==> src/rtl/wb_pkg.sv <==
// Shared types and helpers for the Wishbone memory slave.
package wb_pkg;

    localparam int WB_ADR_WIDTH = 16;
    localparam int WB_DAT_WIDTH = 16;

    // Width of a counter that must hold every value 0..max_count inclusive.
    function automatic int cnt_width(input int max_count);
        return $clog2(max_count + 1);
    endfunction

    // One bus request as presented to the memory port.
    typedef struct packed {
        logic                    we;
        logic [WB_ADR_WIDTH-1:0] adr;
        logic [WB_DAT_WIDTH-1:0] dat;
    } wb_req_t;

endpackage

==> src/rtl/wb_mem_slave.sv <==
// Pipelined Wishbone slave bridging onto a request/grant memory port with
// in-order responses of variable latency. Tracks requests in flight, applies
// backpressure through stall, and swallows responses that belong to an
// aborted bus cycle.
module wb_mem_slave
    import wb_pkg::*;
#(
    parameter int adr_width       = WB_ADR_WIDTH,
    parameter int dat_width       = WB_DAT_WIDTH,
    parameter int max_outstanding = 4
) (
    input  logic                 clk,
    input  logic                 rst,
    input  logic                 cyc,
    input  logic                 stb,
    input  logic                 we,
    input  logic [adr_width-1:0] adr,
    input  logic [dat_width-1:0] dat_i,
    output logic [dat_width-1:0] dat_o,
    output logic                 ack,
    output logic                 stall,
    output logic                 mem_req,
    input  logic                 mem_gnt,
    output logic                 mem_we,
    output logic [adr_width-1:0] mem_adr,
    output logic [dat_width-1:0] mem_wdata,
    input  logic                 mem_rvalid,
    input  logic [dat_width-1:0] mem_rdata
);

    localparam int cnt_w = cnt_width(max_outstanding);
    typedef logic [cnt_w-1:0] cnt_t;
    localparam cnt_t max_cnt = cnt_t'(max_outstanding);
    localparam cnt_t cnt_one = cnt_t'(1);

    cnt_t    outstanding;
    cnt_t    discard;
    logic    cyc_q;
    logic    ack_q;
    logic    full;
    logic    accept;
    logic    rvalid_ok;
    logic    cyc_fall;
    logic    drop_rsp;
    logic    ack_next;
    wb_req_t req;

    // Request fields travel to the memory port untouched.
    assign req       = '{we: we, adr: adr, dat: dat_i};
    assign mem_we    = req.we;
    assign mem_adr   = req.adr;
    assign mem_wdata = req.dat;

    // Slot accounting and handshake decode.
    always_comb begin
        // NOTE: every signal gets a value on every path through always_comb,
        // otherwise synthesis infers a latch to hold the old value.
        full      = (outstanding == max_cnt) || (discard != '0);
        mem_req   = cyc & stb & ~full;
        stall     = cyc & (full | ~mem_gnt);
        accept    = mem_req & mem_gnt;
        // A response with nothing in flight is a protocol error and is ignored.
        rvalid_ok = mem_rvalid & (outstanding != '0);
        cyc_fall  = cyc_q & ~cyc;
        drop_rsp  = rvalid_ok & (discard != '0);
        ack_next  = rvalid_ok & cyc & (discard == '0);
    end

    // Requests accepted but not yet answered by the memory.
    always_ff @(posedge clk) begin
        // NOTE: state registers use non-blocking assignment so every flop
        // samples values from before the edge, independent of block order.
        if (!rst) begin
            outstanding <= '0;
        end else begin
            case ({accept, rvalid_ok})
                2'b10:   outstanding <= outstanding + cnt_one;
                2'b01:   outstanding <= outstanding - cnt_one;
                default: outstanding <= outstanding;
            endcase
        end
    end

    // Responses still owed to an aborted cycle; they must never be acked.
    always_ff @(posedge clk) begin
        if (!rst) begin
            discard <= '0;
        end else if (cyc_fall && outstanding != '0) begin
            discard <= outstanding - cnt_t'(rvalid_ok);
        end else if (drop_rsp) begin
            discard <= discard - cnt_one;
        end
    end

    // Previous cyc, used to spot the end of a bus cycle.
    always_ff @(posedge clk) begin
        if (!rst) begin
            cyc_q <= 1'b0;
        end else begin
            cyc_q <= cyc;
        end
    end

    // Registered response: one ack per accepted request, data captured with it.
    always_ff @(posedge clk) begin
        if (!rst) begin
            ack_q <= 1'b0;
            dat_o <= '0;
        end else begin
            ack_q <= ack_next;
            if (ack_next) begin
                dat_o <= mem_rdata;
            end
        end
    end

    // A master that drops cyc has abandoned the cycle, so ack is masked then.
    assign ack = ack_q & cyc;

endmodule

==> config.mk <==
export PLATFORM = sky130hd
export DESIGN_NAME = wb_mem_slave
export DESIGN_NICKNAME = d
export VERILOG_FILES = /design/src/rtl/wb_pkg.sv /design/src/rtl/wb_mem_slave.sv
export SDC_FILE = /design/constraint.sdc
export NUM_CORES = 1
export LEC_CHECK = 0
export ABC_AREA = 1
export CORE_UTILIZATION = 34
export CTS_CLUSTER_SIZE = 28
export DETAILED_ROUTE_END_ITERATION = 10
export PLACE_DENSITY = 0.8
export SLEW_MARGIN = 20
export SYNTH_ARGS = -nofsm -noshare
export SYNTH_HDL_FRONTEND = slang
export SYNTH_SLANG_ARGS = --single-unit
==> constraint.sdc <==
create_clock -name clk -period 2.44 [get_ports clk]
set_input_delay 0.488 -clock clk [delete_from_list [all_inputs] [get_ports clk]]
set_output_delay 0.488 -clock clk [all_outputs]
set_load 0.05 [all_outputs]
==> flow_metrics.tcl <==
set metrics [dict create \
    outcome "completed" \
    tightest_slew_ps 501 \
    grt-ovfl-total 0 \
    fmax_mhz 452 \
    min_period_ps 2210 \
    drt-initial-drc-count 50 \
    synthTopCellsByArea "dfxtp_1, buf_4, nand3_1, nand2_1, a21oi_2" \
    stdcell_area_um2 1770 \
    path_clk_slew_ps 90 \
    p_int_uw 1030 \
    relSlewSlack_pct 66.5 \
    crit_type "register to register" \
    pwr-share-seq_pct 28.5 \
    p_switching_uw 755 \
    first_pass_iters 4 \
    setup-tns-final_ps 0 \
    place.gp.congestion 0.766 \
    start_kind "register" \
    grt_pass1_wl_um 4530 \
    ant_nets 0 \
    synth_edf_count 0 \
    die_w_um 67.4 \
    ios 107 \
    peakVddDrop_v 0.000308 \
    setup_violations 0 \
    synth_area_leader_cell "dfxtp_1" \
    yosysWarnings 0 \
    grtUsageTotal_pct 13.2 \
    drc 0 \
    placed_area_um2 1700 \
    worst_setup_path_end_kind "register" \
    final_nets 258 \
    rsz0062_at_grt "no" \
    diodes 0 \
    dp_cells 242 \
    switching_share_pct 42.3 \
    syn_inst 184 \
    async_flop_share_pct 0 \
    layout_worst_path_cycle_share_pct 90.7 \
    io_buffer_count 40 \
    initial_core_util_pct 35.9 \
    die-height_um 67.4 \
    cellLeakagePower_uw 0.000701 \
    maxCapViolCount 0 \
    cp.required_ps 2640 \
    hold_buffers 0 \
    dieArea_um2 4550 \
    hpwl_um 2110 \
    clock_latency_ps 270 \
    syn_avg_cell_area_um2 7.91 \
    cts-htree-levels 1 \
    yosysSeqAreaShare_pct 33.0 \
    ys.flop_type "dfxtp_1" \
    mostFrequentLayoutCells "clkdlybuf4s50_1, nand2_1, dfxtp_1" \
    grt_pass1_vias 1031 \
    clockRootBuffer "clkbuf_8" \
    cts_buffers 3 \
    drive_above_1_share_pct 19.9 \
    hold_violations 0 \
    vias 1127 \
    wirelength_um 2900 \
    maxSlewViolCount 0 \
    antenna_found_initial 0 \
    yosysTopAreaCellShare_pct 33.0 \
    cts.sinks 24 \
    fin_cells 246 \
    finClkSkew_ps 3.42 \
    syn2layout_area_growth_pct 21.9 \
    crit_arrival_ps 2410 \
    power_frac_clock_pct 19.7 \
    synth.distinct_cells 22 \
    cp_slowest_cell "fa_1" \
    mostFrequentLayoutCell "clkdlybuf4s50_1" \
    viasPerCell 4.58 \
    wl_per_cell_um 11.8 \
    crit_fanout 3 \
    combPwrFrac_pct 51.8 \
    cts_tree "built" \
    synth-seq-cells 24 \
    coreArea_um2 4060 \
    cts_setup_buffers 0 \
    syn_nets 245 \
    grt_max_degree 18 \
    num_rows 23 \
    hp-class "register to register" \
    path_cells "inv_1 -> ha_1 -> ha_1 -> nand2_1 -> inv_2 -> and3_1 -> nand2_1 -> ha_1 -> inv_1 -> fa_1 -> inv_1 -> nand2_1 -> nand3_1 -> o21ai_1 -> a21oi_1" \
    slowest_delay_ps 380 \
    netlist_area_um2 1460 \
    clk_path_buf_depth 2 \
    p_per_area_nw_per_um2 1010 \
]
-- flip-flops by register name, summed over array words and instances, names as in the netlist --
signal	count
outstanding	3
dat_o	16
discard	3
ack_q	1
cyc_q	1
-- logic make-up (layout without fill, tap and decap cells) --
| logic type | Yosys count | count (layout) | share of synthesized area [%] |
|---|---|---|---|
| buffers and inverters | 57 | 69 | 24.6 |
| adders and majority gates | 6 | 6 | 5.68 |
| and+or+nand+nor | 73 | 73 | 25.1 |
| DFF | 24 | 24 | 33.0 |
| AOI/OAI and AO/OA | 24 | 24 | 11.6 |
-- final cells by class --
type                    count  area (um2)
clock inverters             1        30.0
flip-flops and latches     24         480
well taps                  50        62.6
inverters                  20        75.1
fillers                   405        2280
multi-input cells         103         617
clock buffers               3        41.3
repair buffers             45         468
-- critical path: cells and delay by family (launching register included) --
family                   cells  cell delay, ps
AO/OA/AOI/OAI                2             190
AND/OR/NAND/NOR              5             470
adder cells (fa/ha/maj)      4             940
buffers and inverters        4             240
flip-flops                   1             310
-- power by group through the flow --
stage	sequential [uW]	combinational [uW]	clock, uW
global placement	517	905	0
floorplan	633	693	0
finish	510	925	351
global route	518	1020	373
CTS	510	936	360
detailed placement	518	929	0
-- cell usage after synthesis, types with 3 or more instances --
cell type and number:
inv_2 4, a21oi_2 9, inv_1 16, a21oi_1 10, buf_4 34, dfxtp_1 24
nor2_1 8, nand2_2 10, ha_1 5, nand3_1 22, nand2_1 27, o21ai_0 3
-- metrics by stage --
step | setup WS [ps] | power (uW) | utilization, % | hold slack, ps
2_1_floorplan | 58.9 | 1330 | - | 530
3_3_place_gp | 135 | 1420 | 42.0 | 454
6_report | 227 | 1790 | 43.7 | 468
4_1_cts | 205 | 1810 | 43.7 | 472
5_1_grt | 4.42 | 1910 | 43.7 | 482
3_5_place_dp | 73.8 | 1450 | 42.0 | 457
-- routing by layer --
metal	up-vias	track usage (%)	wire (um)
li1	577	-	-
met1	495	15.9	1330
met2	45	22.1	1310
met3	10	3.55	222
met4	0	5.32	51
met5	-	0	0
-- final timing paths --
check | slack [ps] | depth (start not counted) | startpoint | end
worst min register to register | 470 | 2 | dat_o[11] | dat_o[11]
worst max register to register | 230 | 15 | discard[0] | outstanding[2]
worst max-delay path | 230 | 15 | discard[0] | outstanding[2]
worst min-delay path | 470 | 2 | dat_o[11] | dat_o[11]
-- repair_timing --
action	in CTS	in global routing
hold endpoints to repair	0	0
setup endpoints to repair	0	1
resized for setup	0	1
Note: power is estimated with default switching activity, not from simulation.
==> RTL edit 1, RTL diff (config.mk and constraints unchanged) <==
Make the reset (`rst`) asynchronous in 4 clocked blocks.
--- a/src/rtl/wb_mem_slave.sv
+++ b/src/rtl/wb_mem_slave.sv
@@ -67,7 +67,7 @@
     end
 
     // Requests accepted but not yet answered by the memory.
-    always_ff @(posedge clk) begin
+    always_ff @(posedge clk or negedge rst) begin
         // NOTE: state registers use non-blocking assignment so every flop
         // samples values from before the edge, independent of block order.
         if (!rst) begin
@@ -82,7 +82,7 @@
     end
 
     // Responses still owed to an aborted cycle; they must never be acked.
-    always_ff @(posedge clk) begin
+    always_ff @(posedge clk or negedge rst) begin
         if (!rst) begin
             discard <= '0;
         end else if (cyc_fall && outstanding != '0) begin
@@ -93,7 +93,7 @@
     end
 
     // Previous cyc, used to spot the end of a bus cycle.
-    always_ff @(posedge clk) begin
+    always_ff @(posedge clk or negedge rst) begin
         if (!rst) begin
             cyc_q <= 1'b0;
         end else begin
@@ -102,7 +102,7 @@
     end
 
     // Registered response: one ack per accepted request, data captured with it.
-    always_ff @(posedge clk) begin
+    always_ff @(posedge clk or negedge rst) begin
         if (!rst) begin
             ack_q <= 1'b0;
             dat_o <= '0;
Behaviour: differs if rst is asserted again (counterexample within 4 cycles, from zero or initial values and one cycle with rst low); with rst held inactive, the same outputs for 10 cycles.
==> RTL edit 1 against the unedited design <==
Sequential share of layout area up 7.4 points; area after synthesis shrank 2.8%; die area decreased by 2.8%; count of clock-buffer cells in the layout grew 1; final area fell by 1.7%; clock skew shrank 0.0012 ns; clock power down 25%; total power up 27%; sequential cell count stayed put; worst setup slack worse by 0.090 ns; routed wire length down 17%; combinational power up 43%; critical path depth down 2; critical path type unchanged; critical endpoint is now outstanding[2].
==> RTL edit 1: results (changes against the unedited design) <==
========================================================================================
Outcome ...................................................................    completed
Share of synthesized area occupied by flip-flops and latches ..............        42.5%   +9.5 points
Fin nets ..................................................................          251   -2.7%
Post-synthesis adder-cell area fraction ...................................        5.84%   +0.17 points
Total half-perimeter wirelength after legalization and detailed placement .      1.87 mm   -11%
Buffers added on ports ....................................................           40   unchanged
Setup clock skew after layout .............................................   0.00221 ns   -0.00121 ns
Compound-Gate Fraction of Synth Area ......................................        1.15%   -10 points
Detailed route wirelength on metal3 .......................................       164 um   -26%
Count of unique library cells instantiated by Yosys .......................           21   -4.5%
Routed length per placed instance .........................................      10.1 um   -14%
Share of layout cells above drive strength 1 ..............................        11.1%   -8.8 points
Actual transition at the worst max-transition pin .........................     0.505 ns   +0.00379 ns
Via total after detailed routing ..........................................         1015   -9.9%
Most frequent cells after synthesis ....................................... sky130_fd_sc_hd__nand2_1 (72), sky130_fd_sc_hd__buf_4 (34), sky130_fd_sc_hd__dfrtp_1 (24)
Net count after synthesis .................................................          235   -4.1%
Lkg Pwr ...................................................................     0.912 nW   +30%
Final estimated routing congestion in global placement ....................        0.789   +3.0%
Switching power total .....................................................      1.07 mW   +41%
Share of synthesized registers carrying an async set or reset .............         100%   +100 points
Initial DRC Count .........................................................           29   -42%
Global-route wire length before repair ....................................      4.10 mm   -9.5%
Root Buffer Master ........................................................ sky130_fd_sc_hd__clkbuf_8
Global-route met2 utilization .............................................        21.0%   -1.1 points
Filler instances ..........................................................          371   -8.4%
Cell internal power dissipation ...........................................      1.20 mW   +16%
Combinational fraction of design power ....................................        58.4%   +6.6 points
Met3 Track Usage GR .......................................................        3.25%   -0.29 points
Power share of the clock group ............................................        11.7%   -8.0 points
Xor and xnor fraction of the mapped netlist area ..........................        1.24%   +1.2 points
GR Util met1 ..............................................................        14.0%   -1.9 points
Combined global-route utilization of all metal layers .....................        12.4%   -0.78 points
Data arrival time of the worst path .......................................      2.49 ns   +0.08 ns
Length of routed wiring on met1 ...........................................      1.03 mm   -22%
========================================================================================
[RTL edit 1: cell count changes after synthesis, sizes merged, moves of 2 or more]
cell	delta
nand2	+35
nand3b	-2
dfxtp	-24
nand3	-15
nor2	-7
dfrtp	+24
o21ai	-2
a21oi	-18
buf	-2
[RTL edit 1: final timing paths]
path,slack [ns],depth (start not counted),start,to
worst max-delay path,0.14,13,discard[0],outstanding[2]
worst min-delay path,0.48,2,dat_o[7],dat_o[7]
worst max register to register,0.14,13,discard[0],outstanding[2]
worst min register to register,0.48,2,dat_o[7],dat_o[7]
max in group asynchronous,1.64,2,rst,outstanding[1]
min in group asynchronous,0.57,2,rst,dat_o[11]
[RTL edit 1: through the flow]
stage                     cells  util, %  setup WS (ns)  cell area [um^2]  hold WS, ns
after floorplan             174        -         0.0441              1420        0.192
after global routing        239     43.6        0.00351              1740        0.499
after CTS                   239     43.5         0.0944              1740        0.485
final                       239     43.6          0.137              1740        0.479
after detailed placement    235     42.2       -0.00946              1690        0.464
after global placement      235     42.2         0.0445              1690        0.466
[RTL edit 1: timing repair]
item / in CTS / in global routing
endpoints found under the setup margin: 0 / 1
buffers inserted: 0 / 0
gates resized for setup: 0 / 1
[RTL edit 1: critical path: cells and delay by family (launching register included)]
family | cells | cell delay [ns]
buf+inv | 3 | 0.15
flops | 1 | 0.36
simple gates | 5 | 0.70
xor+xnor | 1 | 0.15
fa+ha+maj | 4 | 0.87
[RTL edit 1: area by class of cell]
cell class	count	area share, %
Sequential cell	24	34.4
Multi-Input combinational cell	96	27.3
Timing Repair Buffer	46	27.3
Inverter	19	4.23
Tap cell	50	3.59
Clock buffer	4	3.16
==> RTL edit 2, RTL diff (same settings) <==
Without the edit above. Set the package constant `WB_DAT_WIDTH` to 32 (it was 16).
--- a/src/rtl/wb_pkg.sv
+++ b/src/rtl/wb_pkg.sv
@@ -2,7 +2,7 @@
 package wb_pkg;
 
     localparam int WB_ADR_WIDTH = 16;
-    localparam int WB_DAT_WIDTH = 16;
+    localparam int WB_DAT_WIDTH = 32;
 
     // Width of a counter that must hold every value 0..max_count inclusive.
     function automatic int cnt_width(input int max_count);
Interface: changed (resized dat_i, dat_o, mem_rdata and mem_wdata); port bits go from 107 to 171. No check against the original RTL was run, so the function may have changed too.
==> RTL edit 2 against the unedited design <==
Total power is 40% higher; hold slack worse by 0.0011 ns; routed wire length up 60%; area after synthesis is 48% higher; final area is 50% higher; sequential cell count increased by 16; synthesized cell count rose by 48%; combinational power up 37%; worst setup slack got worse by 0.016 ns; critical path type unchanged; highest routed layer unchanged.
==> RTL edit 2: results (changes against the unedited design) <==
========================================================================================
Startpoint of the worst hold path .........................................    dat_o[23]
Gate count after technology mapping .......................................          272   +48%
Lkg Pwr ...................................................................      1.00 nW   +43%
R2R cell count ............................................................           14   -1
Min Hold Slack ............................................................     0.467 ns   -0.00106 ns
Pre-antenna DRT Iters .....................................................            5   +1
Compound-Gate Fraction of Synth Area ......................................        11.1%   -0.54 points
Terminating pin of the worst hold path ....................................    dat_o[23]
Maximum number of pins on one net before global-route repair ..............           34   +16
Largest registers ranked by flip-flop count ............................... dat_o: 32 flops, discard: 3 flops, outstanding: 3 flops
Global-route wire length before repair ....................................      7.67 mm   +70%
Final estimated routing congestion in global placement ....................        0.770   +0.48%
Data arrival time of the worst path .......................................      2.40 ns
Wire length after detailed routing ........................................      4.64 mm   +60%
Fin nets ..................................................................          391   +52%
Post-detailed-placement cell area .........................................    2580 um^2   +52%
Post-place setup slack ....................................................    0.0863 ns   +0.0125 ns
Share of synthesized registers carrying an async set or reset .............           0%   unchanged
Share of synthesized area occupied by flip-flops and latches ..............        37.3%   +4.3 points
Share of layout cells above drive strength 1 ..............................        10.1%   -9.8 points
Count of unique library cells instantiated by Yosys .......................           24   +9.1%
H-Tree Depth ..............................................................            2   +1
Non-filler instance count after layout ....................................          373   +52%
Setup clock skew after layout .............................................   0.00480 ns   +0.00137 ns
Clock latency on the worst-skew pair ......................................      0.28 ns
Count of placed standard cells including taps .............................          366   +51%
Worst Hold Class .......................................................... flop to flop
Number of global-route vias before repair .................................         1744   +69%
Total clock buffers created by CTS ........................................            5   +2
Outcome ...................................................................    completed
Synth top area cells ...................................................... sky130_fd_sc_hd__dfxtp_1 (37%), sky130_fd_sc_hd__buf_4 (17%), sky130_fd_sc_hd__nand2_1 (9.1%)
Clock slew at the register clock pins of the worst setup and hold paths ...      0.07 ns   -0.02 ns
Total half-perimeter wirelength after legalization and detailed placement .      3.27 mm   +55%
Vias per cell .............................................................         4.77   +4.0%
Maximum VDD drop ..........................................................     0.351 mV   +14%
Initial DRC Count .........................................................           62   +24%
Actual transition at the worst max-transition pin .........................     0.518 ns   +0.0166 ns
Post-synthesis adder-cell area fraction ...................................        3.85%   -1.8 points
Combined global-route utilization of all metal layers .....................        15.0%   +1.8 points
Number of max-slew violations in the final report .........................            0   unchanged
========================================================================================
## RTL edit 2: cell families (layout without fill, tap and decap cells)
family,count (synthesis),in the layout
AO/OA/AOI/OAI,40,40
adder cells (fa/ha/maj),6,6
buffers and inverters,81,107
flip-flops,40,40
AND/OR/NAND/NOR,105,105
## RTL edit 2: metal layers
layer	GRT usage (%)	share of wire (%)	wire length [um]	up-vias
li1	-	-	-	880
met1	16.8	41	1920	821
met2	25.2	48	2240	63
met3	5.33	8.2	380	14
met4	7.14	2.1	99	0
met5	0	0	0	-
## RTL edit 2: power breakdown
part | leakage (nW) | internal (mW) | switching, mW
clock | 0.0410 | 0.195 | 0.224
combinational | 0.636 | 0.450 | 0.817
sequential | 0.324 | 0.760 | 0.0598
## RTL edit 2: worst max-delay path by stage
stage / from / end / slack [ns] / cells after the start
4_1_cts: discard[0] / outstanding[2] / 0.21 / 14
6_report: discard[0] / outstanding[2] / 0.21 / 14
5_1_grt: discard[0] / outstanding[2] / 0.02 / 14
3_5_place_dp: cyc / outstanding[2] / 0.09 / 12
2_1_floorplan: discard[0] / outstanding[2] / 0.07 / 14
3_3_place_gp: cyc / outstanding[2] / 0.14 / 12
## RTL edit 2: layout make-up
type	count	area, um^2
clock buffers	6	72.6
clock inverters	1	5.00
well taps	75	93.8
inverters	20	75.1
repair buffers	80	811
multi-input cells	151	803
flip-flops and latches	40	801
fillers	574	3330
